<file path="config.mk">
export PLATFORM = sky130hd
export DESIGN_NAME = fb_access_arbiter
export DESIGN_NICKNAME = d
export VERILOG_FILES = /design/src/rtl/fb_arb_pkg.sv /design/src/rtl/pixel_prefetch_fifo.sv /design/src/rtl/fb_access_arbiter.sv
export SDC_FILE = /design/constraint.sdc
export NUM_CORES = 1
export LEC_CHECK = 0
export CELL_PAD_IN_SITES_DETAIL_PLACEMENT = 2
export CELL_PAD_IN_SITES_GLOBAL_PLACEMENT = 2
export CORE_MARGIN = 2
export CORE_UTILIZATION = 30
export DETAILED_ROUTE_END_ITERATION = 10
export HOLD_SLACK_MARGIN = 0.15
export PLACE_DENSITY = 0.74
export SKIP_LAST_GASP = 1
export SLEW_MARGIN = 20
export SYNTH_ARGS = -nofsm -noshare
export SYNTH_HDL_FRONTEND = slang
export SYNTH_HIERARCHICAL = 1
export SYNTH_SLANG_ARGS = --single-unit
</file>
<file path="constraint.sdc">
create_clock -name clk -period 3.3 [get_ports clk]
set_clock_uncertainty 0.2 [all_clocks]
set_input_delay 0.495 -clock clk [delete_from_list [all_inputs] [get_ports clk]]
set_output_delay 0.495 -clock clk [all_outputs]
set_load 0.005 [all_outputs]
</file>
<file path="src/rtl/fb_arb_pkg.sv">
// Shared defaults and grant encoding for the framebuffer access arbiter.
package fb_arb_pkg;

  localparam int unsigned FB_ADDR_W       = 17;
  localparam int unsigned FB_DATA_W       = 8;
  localparam int unsigned FB_FRAME_PIXELS = 76800;
  localparam int unsigned FB_FIFO_DEPTH   = 4;
  localparam int unsigned FB_LOW_WM       = 2;

  typedef enum logic [1:0] {
    ARB_IDLE  = 2'd0,
    ARB_READ  = 2'd1,
    ARB_WRITE = 2'd2
  } arb_grant_e;

endpackage

</file>
<file path="src/rtl/pixel_prefetch_fifo.sv">
// Small synchronous FIFO holding prefetched pixels; head word is kept in a
// register so the display sees a clean registered output.
module pixel_prefetch_fifo #(
  parameter int unsigned DATA_W = 8,
  parameter int unsigned DEPTH  = 4,
  parameter int unsigned CNT_W  = $clog2(DEPTH) + 1
) (
  input  logic              clk,
  input  logic              reset,
  input  logic              flush,
  input  logic              push,
  input  logic              pop,
  input  logic [DATA_W-1:0] wdata,
  output logic [DATA_W-1:0] head,
  output logic [CNT_W-1:0]  count
);

  localparam int unsigned PTR_W = (DEPTH > 1) ? $clog2(DEPTH) : 1;

  logic [DATA_W-1:0] mem_reg [DEPTH];
  logic [PTR_W-1:0]  rd_ptr_reg, rd_ptr_next;
  logic [PTR_W-1:0]  wr_ptr_reg, wr_ptr_next;
  logic [CNT_W-1:0]  count_reg, count_next;
  logic [DATA_W-1:0] head_reg, head_next;
  logic              pop_ok;
  logic              push_ok;

  always_comb begin
    pop_ok      = pop && (count_reg != '0);
    push_ok     = push && ((count_reg != CNT_W'(DEPTH)) || pop_ok);
    count_next  = count_reg + CNT_W'(push_ok) - CNT_W'(pop_ok);
    rd_ptr_next = rd_ptr_reg + PTR_W'(pop_ok);
    wr_ptr_next = wr_ptr_reg + PTR_W'(push_ok);
    head_next   = head_reg;
    if (flush) begin
      count_next  = '0;
      rd_ptr_next = '0;
      wr_ptr_next = '0;
    end else if (pop_ok) begin
      // Head advances to the next stored word, or to the word arriving now
      // when the FIFO was down to its last entry.
      if (count_reg > CNT_W'(1)) begin
        head_next = mem_reg[rd_ptr_next];
      end else if (push_ok) begin
        head_next = wdata;
      end
    end else if ((count_reg == '0) && push_ok) begin
      head_next = wdata;
    end
  end

  always_ff @(posedge clk) begin
    if (push_ok && !flush) begin
      mem_reg[wr_ptr_reg] <= wdata;
    end
  end

  always_ff @(posedge clk or posedge reset) begin
    if (reset) begin
      rd_ptr_reg <= '0;
      wr_ptr_reg <= '0;
      count_reg  <= '0;
      head_reg   <= '0;
    end else begin
      rd_ptr_reg <= rd_ptr_next;
      wr_ptr_reg <= wr_ptr_next;
      count_reg  <= count_next;
      head_reg   <= head_next;
    end
  end

  assign head  = head_reg;
  assign count = count_reg;

endmodule

</file>
<file path="src/rtl/fb_access_arbiter.sv">
// Shares the framebuffer RAM between raster-order scan-out prefetch and game
// writes. Optional underflow event counter: FB_ARB_UNDERFLOW_CNT_EN.
module fb_access_arbiter
  import fb_arb_pkg::*;
#(
  parameter int unsigned ADDR_W       = FB_ADDR_W,
  parameter int unsigned DATA_W       = FB_DATA_W,
  parameter int unsigned FRAME_PIXELS = FB_FRAME_PIXELS,
  parameter int unsigned FIFO_DEPTH   = FB_FIFO_DEPTH,
  parameter int unsigned LOW_WM       = FB_LOW_WM
) (
  input  logic              clk,
  input  logic              reset,
  input  logic              frameStart,
  input  logic              pixPop,
  output logic [DATA_W-1:0] pixData,
  output logic              pixValid,
  output logic              underflow,
  input  logic              wrValid,
  input  logic [ADDR_W-1:0] wrAddr,
  input  logic [DATA_W-1:0] wrData,
  output logic              wrReady,
  output logic [ADDR_W-1:0] memAddr,
  output logic              memWe,
  output logic [DATA_W-1:0] memWdata,
  input  logic [DATA_W-1:0] memRdata
`ifdef FB_ARB_UNDERFLOW_CNT_EN
  ,
  output logic [15:0]       underflowCount
`endif
);

  localparam int unsigned CNT_W = $clog2(FIFO_DEPTH) + 1;
  localparam logic [ADDR_W-1:0] LAST_ADDR = ADDR_W'(FRAME_PIXELS - 1);
  localparam logic [ADDR_W:0]   FRAME_END = (ADDR_W + 1)'(FRAME_PIXELS);

  arb_grant_e        grant;
  logic [ADDR_W-1:0] rd_addr_reg, rd_addr_next;
  logic              inflight_reg, inflight_next;
  logic              underflow_reg, underflow_next;
  logic [CNT_W-1:0]  fifo_count;
  logic [CNT_W:0]    level;
  logic              underflow_evt;
  logic              wr_in_range;

  // Reads already issued still need a FIFO slot, so they count toward level.
  assign level         = {1'b0, fifo_count} + (CNT_W + 1)'(inflight_reg);
  assign pixValid      = (fifo_count != '0);
  assign underflow_evt = pixPop && !frameStart && !pixValid;
  assign wr_in_range   = ({1'b0, wrAddr} < FRAME_END);

  always_comb begin
    grant = ARB_IDLE;
    if (reset || frameStart) begin
      grant = ARB_IDLE;
    end else if (level < (CNT_W + 1)'(LOW_WM)) begin
      grant = ARB_READ;
    end else if (wrValid) begin
      grant = ARB_WRITE;
    end else if (level < (CNT_W + 1)'(FIFO_DEPTH)) begin
      grant = ARB_READ;
    end
  end

  always_comb begin
    memAddr        = '0;
    memWe          = 1'b0;
    memWdata       = '0;
    wrReady        = 1'b0;
    rd_addr_next   = rd_addr_reg;
    inflight_next  = 1'b0;
    underflow_next = underflow_reg || underflow_evt;
    case (grant)
      ARB_READ: begin
        memAddr       = rd_addr_reg;
        inflight_next = 1'b1;
        rd_addr_next  = (rd_addr_reg == LAST_ADDR) ? '0 : rd_addr_reg + 1'b1;
      end
      ARB_WRITE: begin
        // Out-of-frame writes are consumed so the requester never stalls.
        wrReady  = 1'b1;
        memAddr  = wrAddr;
        memWdata = wrData;
        memWe    = wr_in_range;
      end
      default: ;
    endcase
    if (frameStart) begin
      rd_addr_next = '0;
    end
  end

  always_ff @(posedge clk or posedge reset) begin
    if (reset) begin
      rd_addr_reg   <= '0;
      inflight_reg  <= 1'b0;
      underflow_reg <= 1'b0;
    end else begin
      rd_addr_reg   <= rd_addr_next;
      inflight_reg  <= inflight_next;
      underflow_reg <= underflow_next;
    end
  end

  assign underflow = underflow_reg;

  // Returning read data is dropped on frameStart: it belongs to the old frame.
  pixel_prefetch_fifo #(
    .DATA_W (DATA_W),
    .DEPTH  (FIFO_DEPTH),
    .CNT_W  (CNT_W)
  ) u_fifo (
    .clk   (clk),
    .reset (reset),
    .flush (frameStart),
    .push  (inflight_reg && !frameStart),
    .pop   (pixPop && !frameStart),
    .wdata (memRdata),
    .head  (pixData),
    .count (fifo_count)
  );

`ifdef FB_ARB_UNDERFLOW_CNT_EN
  logic [15:0] ucnt_reg, ucnt_next;

  always_comb begin
    ucnt_next = ucnt_reg;
    if (underflow_evt && (ucnt_reg != 16'hFFFF)) begin
      ucnt_next = ucnt_reg + 16'd1;
    end
  end

  always_ff @(posedge clk or posedge reset) begin
    if (reset) begin
      ucnt_reg <= '0;
    end else begin
      ucnt_reg <= ucnt_next;
    end
  end

  assign underflowCount = ucnt_reg;
`endif

endmodule

</file>
Yosys cells after proc, flatten, opt, wreduce, memory -nomap -nowiden --
Memory sizes are Yosys's and may differ from the RTL's. Cells that the tools add are included.
Cells by class: add/sub/neg operators 6, $lt $le $gt $ge 4, eq/ne operators 5, muxes and demuxes 21, bitwise operators 1, reduce and logical (&&, ||, !) cells 17
Operator list (number):
- 2-to-1 mux 17 bit | 3
- 2-to-1 mux 8 bit | 5
- case mux 17 bit (2 select lines) | 1
- adder 17 x 1 -> 17 bit, second input constant | 1
- equality test 17 bit, second input constant | 1
- less-than comparator 17 bit, second input constant | 1
- 2-to-1 mux 2 bit | 5
- logical AND 1 bit | 7
- 2-to-1 mux 1 bit | 6
- inequality test 3 bit, second input constant | 2
- adder 2 x 1 -> 2 bit | 2
- adder 3 x 1 -> 4 bit | 1
- less-than comparator 4 x 2 -> 1 bit, second input constant | 1
- less-than comparator 4 x 3 -> 1 bit, second input constant | 1
- nonzero test 2 bit | 2
- adder 3 x 1 -> 3 bit | 1
- greater-than comparator 3 x 1 -> 1 bit, second input constant | 1
- zero test 3 bit | 1
- logical OR 1 bit | 3
- 2-to-1 mux 3 bit | 1
- AND reduction 3 bit | 1
- nonzero test 3 bit | 1
- subtractor 3 x 1 -> 3 bit | 1
- equality test 2 x 1 -> 1 bit, second input constant | 1
- 3 further kinds | 4
Word-level totals: register bits 34, RAM bits 32, input bits 38, output and inout bits 37, logic and storage cells 62, memories 1
Memory list:
- u_fifo.mem_reg | depth 4, bits a word 8, rd ports 1, clocked after Yosys merged registers in 0, write ports 1, RTL line pixel_prefetch_fifo.sv:20 | logic [DATA_W-1:0] mem_reg [DEPTH];

Longest topological paths before layout --
word-level depth 9, mapped depth 12, mapped depth without buffers 11

By module --
The synthesis kept the hierarchy.
Modules (own cells, without submodules):
- pixel_prefetch_fifo | times used 1, cells each 128, area an instance 2039.5 sq um, seq. area each 1336.3 sq um
- fb_access_arbiter | times used 1, cells each 178, area an instance 1488.9 sq um, seq. area each 475.5 sq um

Worst setup path after synthesis --
OpenSTA, ideal clock, no wires.
path kind reg-to-output, from reg u_fifo.count_reg[0], in the netlist u_fifo/count[0], to out memAddr[0], arrival 2554 ps, data required time 2605 ps, path slack 51 ps, stages on the path, launching flop included 10, path through dfrtp_1 > and2_1 > ha_1 > or3_1 > o211ai_1 > ha_1 > buf_4 > nor2b_1 > clkbuf_1 > a22o_1
Between the ends: cells in the longest elaborated chain, start to end 8
Ends and longest elaborated chain:
- from (decl) | RTL line pixel_prefetch_fifo.sv:23 | logic [CNT_W-1:0] count_reg, count_next;
- from (signal assigned) | RTL line pixel_prefetch_fifo.sv:67 | count_reg <= count_next;
- adder 3 x 1 -> 4 bit (*) | RTL line fb_access_arbiter.sv:47 | assign level = {1'b0, fifo_count} + (CNT_W + 1)'(inflight_reg);
- less-than comparator 4 x 3 -> 1 bit | RTL line fb_access_arbiter.sv:60 | end else if (level < (CNT_W + 1)'(FIFO_DEPTH)) begin
- 2-to-1 mux 1 bit | RTL line fb_access_arbiter.sv:60
- 2-to-1 mux 2 bit | RTL line fb_access_arbiter.sv:58 | end else if (wrValid) begin
- 2-to-1 mux 2 bit (*) | RTL line fb_access_arbiter.sv:56 | end else if (level < (CNT_W + 1)'(LOW_WM)) begin
- 2-to-1 mux 2 bit (*) | RTL line fb_access_arbiter.sv:54 | if (reset || frameStart) begin
- equality test 2 bit or equality test 2 x 1 -> 1 bit (tied branches) | RTL line fb_access_arbiter.sv:73 | case (grant)
- case mux 17 bit (2 select lines) (*) | RTL line fb_access_arbiter.sv:73
- to (decl) | RTL line fb_access_arbiter.sv:23 | output logic [ADDR_W-1:0] memAddr,
Every way passes the cells marked *; elsewhere a longest branch is shown, timed or not.

Final worst setup path --
from reg inflight_reg, to out memAddr[1]
Between the ends: cells in the longest elaborated chain, start to end 8
Ends and longest elaborated chain:
- from (decl) | RTL line fb_access_arbiter.sv:39 | logic inflight_reg, inflight_next;
- from (signal assigned) | RTL line fb_access_arbiter.sv:100 | inflight_reg <= inflight_next;
- adder 3 x 1 -> 4 bit (*) | RTL line fb_access_arbiter.sv:47
- less-than comparator 4 x 3 -> 1 bit | RTL line fb_access_arbiter.sv:60
- 2-to-1 mux 1 bit | RTL line fb_access_arbiter.sv:60
- 2-to-1 mux 2 bit | RTL line fb_access_arbiter.sv:58
- 2-to-1 mux 2 bit (*) | RTL line fb_access_arbiter.sv:56
- 2-to-1 mux 2 bit (*) | RTL line fb_access_arbiter.sv:54
- equality test 2 bit or equality test 2 x 1 -> 1 bit (tied branches) | RTL line fb_access_arbiter.sv:73
- case mux 17 bit (2 select lines) (*) | RTL line fb_access_arbiter.sv:73
Marks and branches as above.

==> results.ini <==
[status]
violations = negative setup slack
status = finished, violations left

[worst_setup_path]
end_kind = primary output
crit_type = register to primary output
rr_worst_depth = 11
start_kind = register
critPathMaxFanout = 6
arrival_ns = 2.75
required_ns = 2.60

[pwr]
total_power_mw = 2.85
p_int_mw = 2.05
power_frac_comb = 0.274
power_switching_uw = 804
p_seq_frac = 0.353
total_leakage_power_nw = 2.11
p_sw_frac = 0.282
p_clk_frac = 0.373
irDropWorstVdd_uv = 298
powerDensity_nw_per_um2 = 557

[global_routing]
grt_max_degree = 20
grt_first_pass_wirelength_um = 21000
gr-total-overflow = 0
grt.total_usage = 0.220
antenna_found_initial = 0
grt_pass1_vias = 3581

[synth]
synth_cells = 306
ys_warn_count = 6
synthArstFlopShare = 0.515
seq_area_frac_synth = 0.513
syn_avg_cell_area_um2 = 11.5
synth-edff-count = 32
synth_cell_type_count = 58
synthFlopType = dfrtp_1
syn-cell-area_um2 = 3530
syn_nets = 355
ys_ff_latch = 66

[place]
gp_congestion = 0.823
dp_worst_setup_slack_ns = -0.381
io_buffers = 74
dpl.hpwl_um = 8340

[run]
drv_cap = 0

[cts]
clkTransAtPathRegs_ns = 0.06
cts.sinks = 66
insertion_delay_ns = 0.34
cts_tree = built
clock_path_buffers = 2
cts-htree-levels = 3
clockRootBuffer = clkbuf_16
cts_buffers = 9
cts_hold_buffers = 0

[min_path]
hold_path_depth = 2
hp-class = register to register

[sta]
hold_slack_ns = 0.323
fin_crit_ns = 3.45
setup_ws_ns = -0.149
grt_setup_unrepaired = yes
maxSlewViolCount = 0
timing.slew.headroom = 0.413
final-setup-viol-count = 14
fin_crit_sh = 1.05
hold_violations = 0
tns_ns = -1.00
tightest_slew_ns = 0.880
fmax_ghz = 0.290

[die]
rows = 39
io_pins = 75
chipWidth_um = 112
dieArea_um2 = 12600
coreArea_um2 = 11500
die_y_um = 112
initial_core_util = 0.308

[detailed_routing]
ant_nets = 0
num_vias = 3138
viasPerCell = 5.51
wl_per_cell_um = 23.8
first_pass_iters = 4
wl_um = 13500
drc_errors = 0
first_iter_violations = 116

[cells_and_area]
antenna_cells = 0
drive_gt1_frac = 0.241
fillCellCount = 1148
syn_to_final_growth_pct = 45.0
final_nets = 471
largest_register_ffs = 32

-- layer usage --
layer	GRT usage	vias to the layer above	routed length [µm]
li1	-	1379	-
met1	0.272	1635	5840
met2	0.371	95	6810
met3	0.0443	29	563
met4	0.0992	0	327
met5	0	-	0
-- timing repair --
| action | in CTS | in global routing |
|---|---|---|
| pin swaps | 12 | 5 |
| buffers inserted | 16 | 4 |
| cloned | 2 | 0 |
| gates resized for setup | 102 | 23 |
| endpoints found under the setup margin | 26 | 28 |
-- cell usage after synthesis, types with 4 or more instances --
master / n / area share
xor2_1: 4 / 0.0099
a21oi_1: 10 / 0.014
nor2_1: 28 / 0.030
nor2b_1: 8 / 0.014
nand4_1: 7 / 0.012
and2_1: 10 / 0.018
a22o_1: 14 / 0.035
mux4_1: 8 / 0.060
nor3_1: 11 / 0.016
dfrtp_1: 34 / 0.24
edfxtp_1: 32 / 0.27
and3_1: 5 / 0.0089
nand2_1: 11 / 0.012
clkbuf_1: 5 / 0.0053
nand3_1: 12 / 0.017
a211oi_1: 7 / 0.015
o21ai_0: 4 / 0.0057
inv_1: 19 / 0.020
or3_1: 4 / 0.0071
ha_1: 10 / 0.035
-- cells in the final DEF, fill, tap and decap left out, drive strengths merged, types with 3 or more instances in the layout --
master,n
inv,20
dfrtp,34
and3,5
a22oi,3
or4,3
a22o,15
and2,10
clkbuf,14
ha,10
nor3,12
nand4,8
nand2b,3
or3,4
edfxtp,32
a21o,3
nor4b,3
a31oi,3
a21oi,10
nand2,11
clkdlybuf4s15,6
mux4,8
nand3,12
o21ai,5
nor2,28
nor2b,8
xnor2,3
xor2,5
a211oi,7
clkdlybuf4s50,47
buf,62
-- metrics by stage --
stage,cell area (µm²),std cells,util
floorplan,3530,306,-
global placement,4570,534,0.398
detailed placement,4570,534,0.398
CTS,5080,568,0.443
global route,5120,570,0.446
finish,5120,570,0.446
-- critical path, cell delays in order, from the launching register on --
cell      delay, ns
dfrtp_1        0.40
and2_4         0.17
ha_4           0.25
or3_1          0.30
o211ai_1       0.13
buf_4          0.16
ha_4           0.22
buf_6          0.13
nor2_4         0.13
buf_6          0.16
buf_4          0.11
a22o_1         0.13
buf_2          0.13
-- worst paths after layout --
kind	startpoint	endpoint	slack, ns
setup / recovery	inflight_reg	memAddr[1]	-0.15
hold / removal	u_fifo/head[1]	u_fifo/head[1]	0.32
setup reg to reg	inflight_reg	rd_addr_reg[13]	0.20
hold reg to reg	u_fifo/head[1]	u_fifo/head[1]	0.32
max in group asynchronous	reset	underflow	1.75
min in group asynchronous	reset	rd_addr_reg[1]	0.61
-- power by group through the flow --
stage,clock network (mW),registers [mW],logic [mW]
detailed placement,0,1.01,0.695
CTS,1.08,1.00,0.768
global placement,0,1.01,0.661
global route,1.13,1.01,0.846
floorplan,0,1.02,0.310
finish,1.06,1.01,0.780
-- cell type report --
cell class / count / area, µm² / area share
flip-flops and latches: 66 / 1810 / 0.354
multi-input cells: 205 / 1650 / 0.322
repair buffers: 121 / 1080 / 0.211
clock buffers: 10 / 239 / 0.0467
well taps: 143 / 179 / 0.0350
clock inverters: 6 / 88.8 / 0.0174
inverters: 19 / 71.3 / 0.0139
-- logic make-up after synthesis --
family                   count (synthesis)  synth area share
adder cells (fa/ha/maj)                 11            0.0411
XOR/XNOR                                 8            0.0220
AND/OR/NAND/NOR                        118             0.185
multiplexers                             9            0.0624
buffers and inverters                   35            0.0475
AO/OA/AOI/OAI                           59             0.129
flip-flops                              66             0.513
No activity file was read; power rests on OpenSTA's default activity.
